<file path="src/rtl/mult_pkg.sv">
`default_nettype none
// mult_pkg: shared state encoding, default operand widths and latency for the shift-add multiplier.
// Revision: 1.0
package mult_pkg;

  localparam int A_W_DEF = 4;
  localparam int B_W_DEF = 3;
  localparam int LAT     = B_W_DEF * (A_W_DEF + 1);

  typedef enum logic [1:0] {
    ST_IDLE  = 2'd0,
    ST_ADD   = 2'd1,
    ST_SHIFT = 2'd2,
    ST_DONE  = 2'd3
  } state_t;

endpackage
`default_nettype wire

</file>
<file path="src/rtl/full_adder.sv">
`default_nettype none
// full_adder: 1-bit full adder cell, the sole arithmetic element of the serial multiplier.
// Revision: 1.0
module full_adder (
  input  logic A,
  input  logic B,
  input  logic C,
  output logic sum,
  output logic carry
);

  assign sum   = A ^ B ^ C;
  assign carry = (A & B) | (A & C) | (B & C);

endmodule
`default_nettype wire

</file>
<file path="src/rtl/shift_add_mult_ctrl.sv">
`default_nettype none
// shift_add_mult_ctrl: bit-serial shift-add unsigned multiplier around one full_adder, start/busy/done handshake.
// Revision: 1.0
module shift_add_mult_ctrl
  import mult_pkg::*;
#(
  parameter int A_W = A_W_DEF,
  parameter int B_W = B_W_DEF
) (
  input  logic               clk,
  input  logic               rst_n,
  input  logic               start,
  input  logic [A_W-1:0]     a,
  input  logic [B_W-1:0]     b,
  output logic               busy,
  output logic               done,
  output logic [A_W+B_W-1:0] product
);

  localparam int BIW = $clog2(A_W);
  localparam int ITW = (B_W > 2) ? $clog2(B_W) : 1;
  localparam logic [BIW-1:0] c_BIT_LAST  = BIW'(A_W - 1);
  localparam logic [ITW-1:0] c_ITER_LAST = ITW'(B_W - 1);

  state_t           r_state;
  state_t           w_state_nxt;
  logic [A_W-1:0]   r_mcand;
  logic [A_W-1:0]   r_acc_hi;
  logic [B_W-1:0]   r_mq;
  logic             r_cy;
  logic [BIW-1:0]   r_bit_idx;
  logic [ITW-1:0]   r_iter;
  logic [A_W+B_W-1:0] r_product;

  logic             w_accept;
  logic             w_bit_last;
  logic             w_iter_last;
  logic             w_fa_a;
  logic             w_fa_b;
  logic             w_fa_sum;
  logic             w_fa_carry;
  logic [A_W-1:0]   w_acc_sh;
  logic [B_W-1:0]   w_mq_sh;

  assign w_accept    = start && ((r_state == ST_IDLE) || (r_state == ST_DONE));
  assign w_bit_last  = (r_bit_idx == c_BIT_LAST);
  assign w_iter_last = (r_iter == c_ITER_LAST);

  // Multiplicand bit is gated by the current multiplier LSB, so a zero bit adds zero at fixed latency.
  assign w_fa_a = r_acc_hi[r_bit_idx];
  assign w_fa_b = r_mcand[r_bit_idx] & r_mq[0];

  full_adder u_fa (
    .A     (w_fa_a),
    .B     (w_fa_b),
    .C     (r_cy),
    .sum   (w_fa_sum),
    .carry (w_fa_carry)
  );

  assign w_acc_sh = {r_cy, r_acc_hi[A_W-1:1]};
  assign w_mq_sh  = {r_acc_hi[0], r_mq[B_W-1:1]};

  always_ff @(posedge clk) begin
    if (!rst_n) r_state <= ST_IDLE;
    else        r_state <= w_state_nxt;
  end

  always_comb begin
    w_state_nxt = r_state;
    case (r_state)
      ST_IDLE:  if (start) w_state_nxt = ST_ADD;
      ST_ADD:   if (w_bit_last) w_state_nxt = ST_SHIFT;
      ST_SHIFT: w_state_nxt = w_iter_last ? ST_DONE : ST_ADD;
      ST_DONE:  w_state_nxt = start ? ST_ADD : ST_IDLE;
      default:  w_state_nxt = ST_IDLE;
    endcase
  end

  always_ff @(posedge clk) begin
    if (!rst_n) begin
      r_mcand   <= '0;
      r_acc_hi  <= '0;
      r_mq      <= '0;
      r_cy      <= 1'b0;
      r_bit_idx <= '0;
      r_iter    <= '0;
      r_product <= '0;
    end else if (w_accept) begin
      r_mcand   <= a;
      r_mq      <= b;
      r_acc_hi  <= '0;
      r_cy      <= 1'b0;
      r_bit_idx <= '0;
      r_iter    <= '0;
    end else if (r_state == ST_ADD) begin
      r_acc_hi[r_bit_idx] <= w_fa_sum;
      r_cy                <= w_fa_carry;
      r_bit_idx           <= w_bit_last ? '0 : r_bit_idx + 1'b1;
    end else if (r_state == ST_SHIFT) begin
      r_cy     <= 1'b0;
      r_acc_hi <= w_acc_sh;
      r_mq     <= w_mq_sh;
      if (w_iter_last) r_product <= {w_acc_sh, w_mq_sh};
      else             r_iter    <= r_iter + 1'b1;
    end
  end

  assign busy    = (r_state == ST_ADD) || (r_state == ST_SHIFT);
  assign done    = (r_state == ST_DONE);
  assign product = r_product;

endmodule
`default_nettype wire

</file>
<file path="config.mk">
export PLATFORM = sky130hd
export DESIGN_NAME = shift_add_mult_ctrl
export DESIGN_NICKNAME = d
export VERILOG_FILES = /design/src/rtl/mult_pkg.sv /design/src/rtl/full_adder.sv /design/src/rtl/shift_add_mult_ctrl.sv
export SDC_FILE = /design/constraint.sdc
export NUM_CORES = 1
export LEC_CHECK = 0
export BUFFER_PORTS_ARGS = -buffer_cell sky130_fd_sc_hd__buf_2
export CORE_UTILIZATION = 55
export CTS_CLUSTER_DIAMETER = 100
export DETAILED_ROUTE_END_ITERATION = 12
export GPL_TIMING_DRIVEN = 1
export PLACE_DENSITY_LB_ADDON = 0.12
export SYNTH_ARGS = -nofsm -noshare
export SYNTH_HDL_FRONTEND = slang
export SYNTH_SLANG_ARGS = --single-unit
</file>
<file path="constraint.sdc">
create_clock -name clk -period 2.2 [get_ports clk]
set_clock_uncertainty 0.05 [all_clocks]
set_input_delay 0.33 -clock clk [delete_from_list [all_inputs] [get_ports clk]]
set_output_delay 0.33 -clock clk [all_outputs]
set_load 0.05 [all_outputs]
</file>
==> qor.yml <==
cp_max_fo: 7
p_leak_nw: 0.580
syn2layout_area_growth_pct: 8.89
worstHoldPathType: "in2reg"
antenna_found_initial: 0
syn_area_um2: 1290
die_area_um2: 2550
num-nets-final: 174
criticalPathCategory: "reg2reg"
first_pass_iters: 4
io_pins: 19
arrival_ns: 2.22
clock_sinks: 25
port-buffer-count: 18
wire_per_inst_um: 12.7
groute.usage.overall_pct: 20.6
dp_hpwl_mm: 1.76
worstSetupEndpoint: "r_acc_hi[2]"
start_util_pct: 58.5
crit_required_ns: 2.38
drc: 0
synthCells: 135
hold_viol_final: 0
worst_pin_slew_ns: 0.421
period_share_pct: 92.5
clock.fmax_ghz: 0.492
rr_worst_depth: 6
regToRegEndpoint: "r_acc_hi[2]"
grt_pass1_wl_mm: 3.93
die_h_um: 50.5
ys_ff_latch: 25
cts-root-buf: "clkbuf_4"
antenna_cells: 0
period_needed_ns: 2.03
core_area_um2: 2210
syn_nets: 156
start_kind: "flip-flop"
cts_tree: "yes"
outcome: "complete, no violations"
grt_max_degree: 21
setup_tns_ns: 0
via_per_inst: 5.44
rsz0062_at_grt: "no"
placementRows: 17
maxSlewViolCount: 0
htreeDepth: 1
r2r-start: "r_bit_idx[0]"
clk_pin_slew_ns: 0.13
max_cap_violations: 0
postCtsSetupRepairBufs: 0
place_inst: 176
max_slew_margin_pct: 71.9
grt_pass1_vias: 932
cts_buffers: 3
setup_viol: 0
clk-insertion-delay-late_ns: 0.32
ys_types: 29
vdd_ir_drop_max_mv: 0.535
clockBufferDepth: 2
drive_gt1_share_pct: 18.4
rrSetupSlack_ns: 0.17
power.density_nw_per_um2: 979
globalRouteOverflowTotal: 0
synth_warnings: 0
syn_avg_cell_area_um2: 9.59
fin_cells: 180
worst_setup_path_end_kind: "flip-flop"
min-delay-start: "a[3]"
drt.antenna.violating_nets: 0
ys_seq_area_share_pct: 38.6
die_w_um: 50.5
drtIter0Drc: 19
startpoint: "r_bit_idx[0]"
wl_mm: 2.29
place.gp.congestion: 0.754
dr_total_vias: 980
==> final cells by class <==
type | count | area [um^2]
Sequential cell | 25 | 502
Inverter | 8 | 30.0
Clock buffer | 4 | 26.3
Timing Repair Buffer | 19 | 97.6
Fill cell | 204 | 802
Tap cell | 28 | 35.0
Multi-Input combinational cell | 96 | 719
==> critical path, cell delays in order, from the launching register on <==
cell	delay [ns]
dfxtp_2	0.44
mux4_2	0.52
nand2_1	0.10
fa_1	0.46
nand3_1	0.11
o21ai_1	0.06
a211oi_1	0.22
==> cells in the final DEF (no fill, tap or decap), types with 2 or more instances in the layout <==
master    netlist  final
dfxtp_1        25     24
nand2_1        19     19
buf_2           3     18
mux2i_1        16     16
ha_1           10     10
nor2_1          9      9
inv_1           8      8
a21oi_1         7      7
a211oi_1        6      6
o21ai_0         4      4
nand2b_1        3      3
nand3_1         3      3
o21ai_1         3      3
clkbuf_4        0      3
mux4_2          2      2
nor2b_1         2      2
==> registers in the layout, indices dropped and copies added (netlist names) <==
name,flops
r_mcand,4
r_state,2
product,7
r_acc_hi,4
r_bit_idx,2
r_mq,3
r_iter,2
r_cy,1
==> kinds of logic (layout without fill, tap and decap cells) <==
kind of cell / count (synthesis) / in the layout / share of synthesized area (%)
compound gates: 24 / 24 / 11.9
xor+xnor: 1 / 1 / 0.676
fa+ha+maj: 11 / 11 / 11.2
buf+inv: 14 / 31 / 5.80
flops: 25 / 25 / 38.6
mux: 18 / 18 / 15.8
simple gates: 42 / 42 / 15.9
==> how the worst min path moves through the flow <==
stage | to | slack, ns | depth (start not counted)
after floorplan | product[1] | 0.40 | 2
after global placement | product[3] | 0.39 | 2
after detailed placement | product[6] | 0.40 | 2
after CTS | r_mcand[3] | 0.19 | 3
after global routing | r_mcand[1] | 0.21 | 3
final | r_mcand[3] | 0.18 | 3
==> through the flow <==
stage               cell area (um^2)  util [%]  power, mW  hold WS [ns]  setup slack, ns
floorplan                       1290         -       1.09         0.400            0.231
global placement                1380      62.5       1.16         0.388            0.181
detailed placement              1380      62.5       1.18         0.399           0.0963
CTS                             1410      63.7       1.38         0.188           0.0626
global route                    1410      63.7       1.48         0.212           0.0333
finish                          1410      63.7       1.38         0.184            0.166
==> power by group <==
group / switching [mW] / internal [mW] / leakage, nW
Combinational: 0.322 / 0.242 / 0.361
Sequential: 0.0855 / 0.530 / 0.204
Clock: 0.130 / 0.0710 / 0.0150
==> routing by layer <==
| metal | global-route usage (%) | routed length (um) | vias to the layer above |
|---|---|---|---|
| met2 | 36.2 | 1090 | 17 |
| met4 | 8.33 | 25 | 0 |
| li1 | - | - | 502 |
| met1 | 24.6 | 1110 | 458 |
| met3 | 3.64 | 62 | 3 |
| met5 | 0 | 0 | - |
==> timing repair <==
| action | in CTS | in global routing |
|---|---|---|
| hold buffers | 0 | 0 |
| endpoints found under the setup margin | 0 | 4 |
| gates resized for setup | 0 | 1 |
==> Yosys cell counts <==
cell type	n	area (um^2)
nand2b_1	3	18.8
a311oi_2	1	15.0
or3_1	1	6.26
mux2i_1	16	160
buf_2	3	15.0
mux4_2	2	45.0
dfxtp_1	25	500
fa_1	1	20.0
buf_4	1	7.51
nand3_1	3	15.0
and2_1	1	6.26
xnor2_1	1	8.76
o22ai_1	1	6.26
nor2_1	9	33.8
a21oi_1	7	35.0
nand2b_4	1	13.8
buf_6	2	22.5
nor3b_2	1	12.5
o21ai_0	4	20.0
o21ai_1	3	15.0
nand4_1	1	6.26
a211oi_1	6	45.0
nand2_1	19	71.3
nor2b_1	2	12.5
ha_1	10	125
inv_1	8	30.0
and4b_1	1	10.0
a31oi_1	1	6.26
o2111a_1	1	11.3
Note: power is estimated with default switching activity, not from simulation.
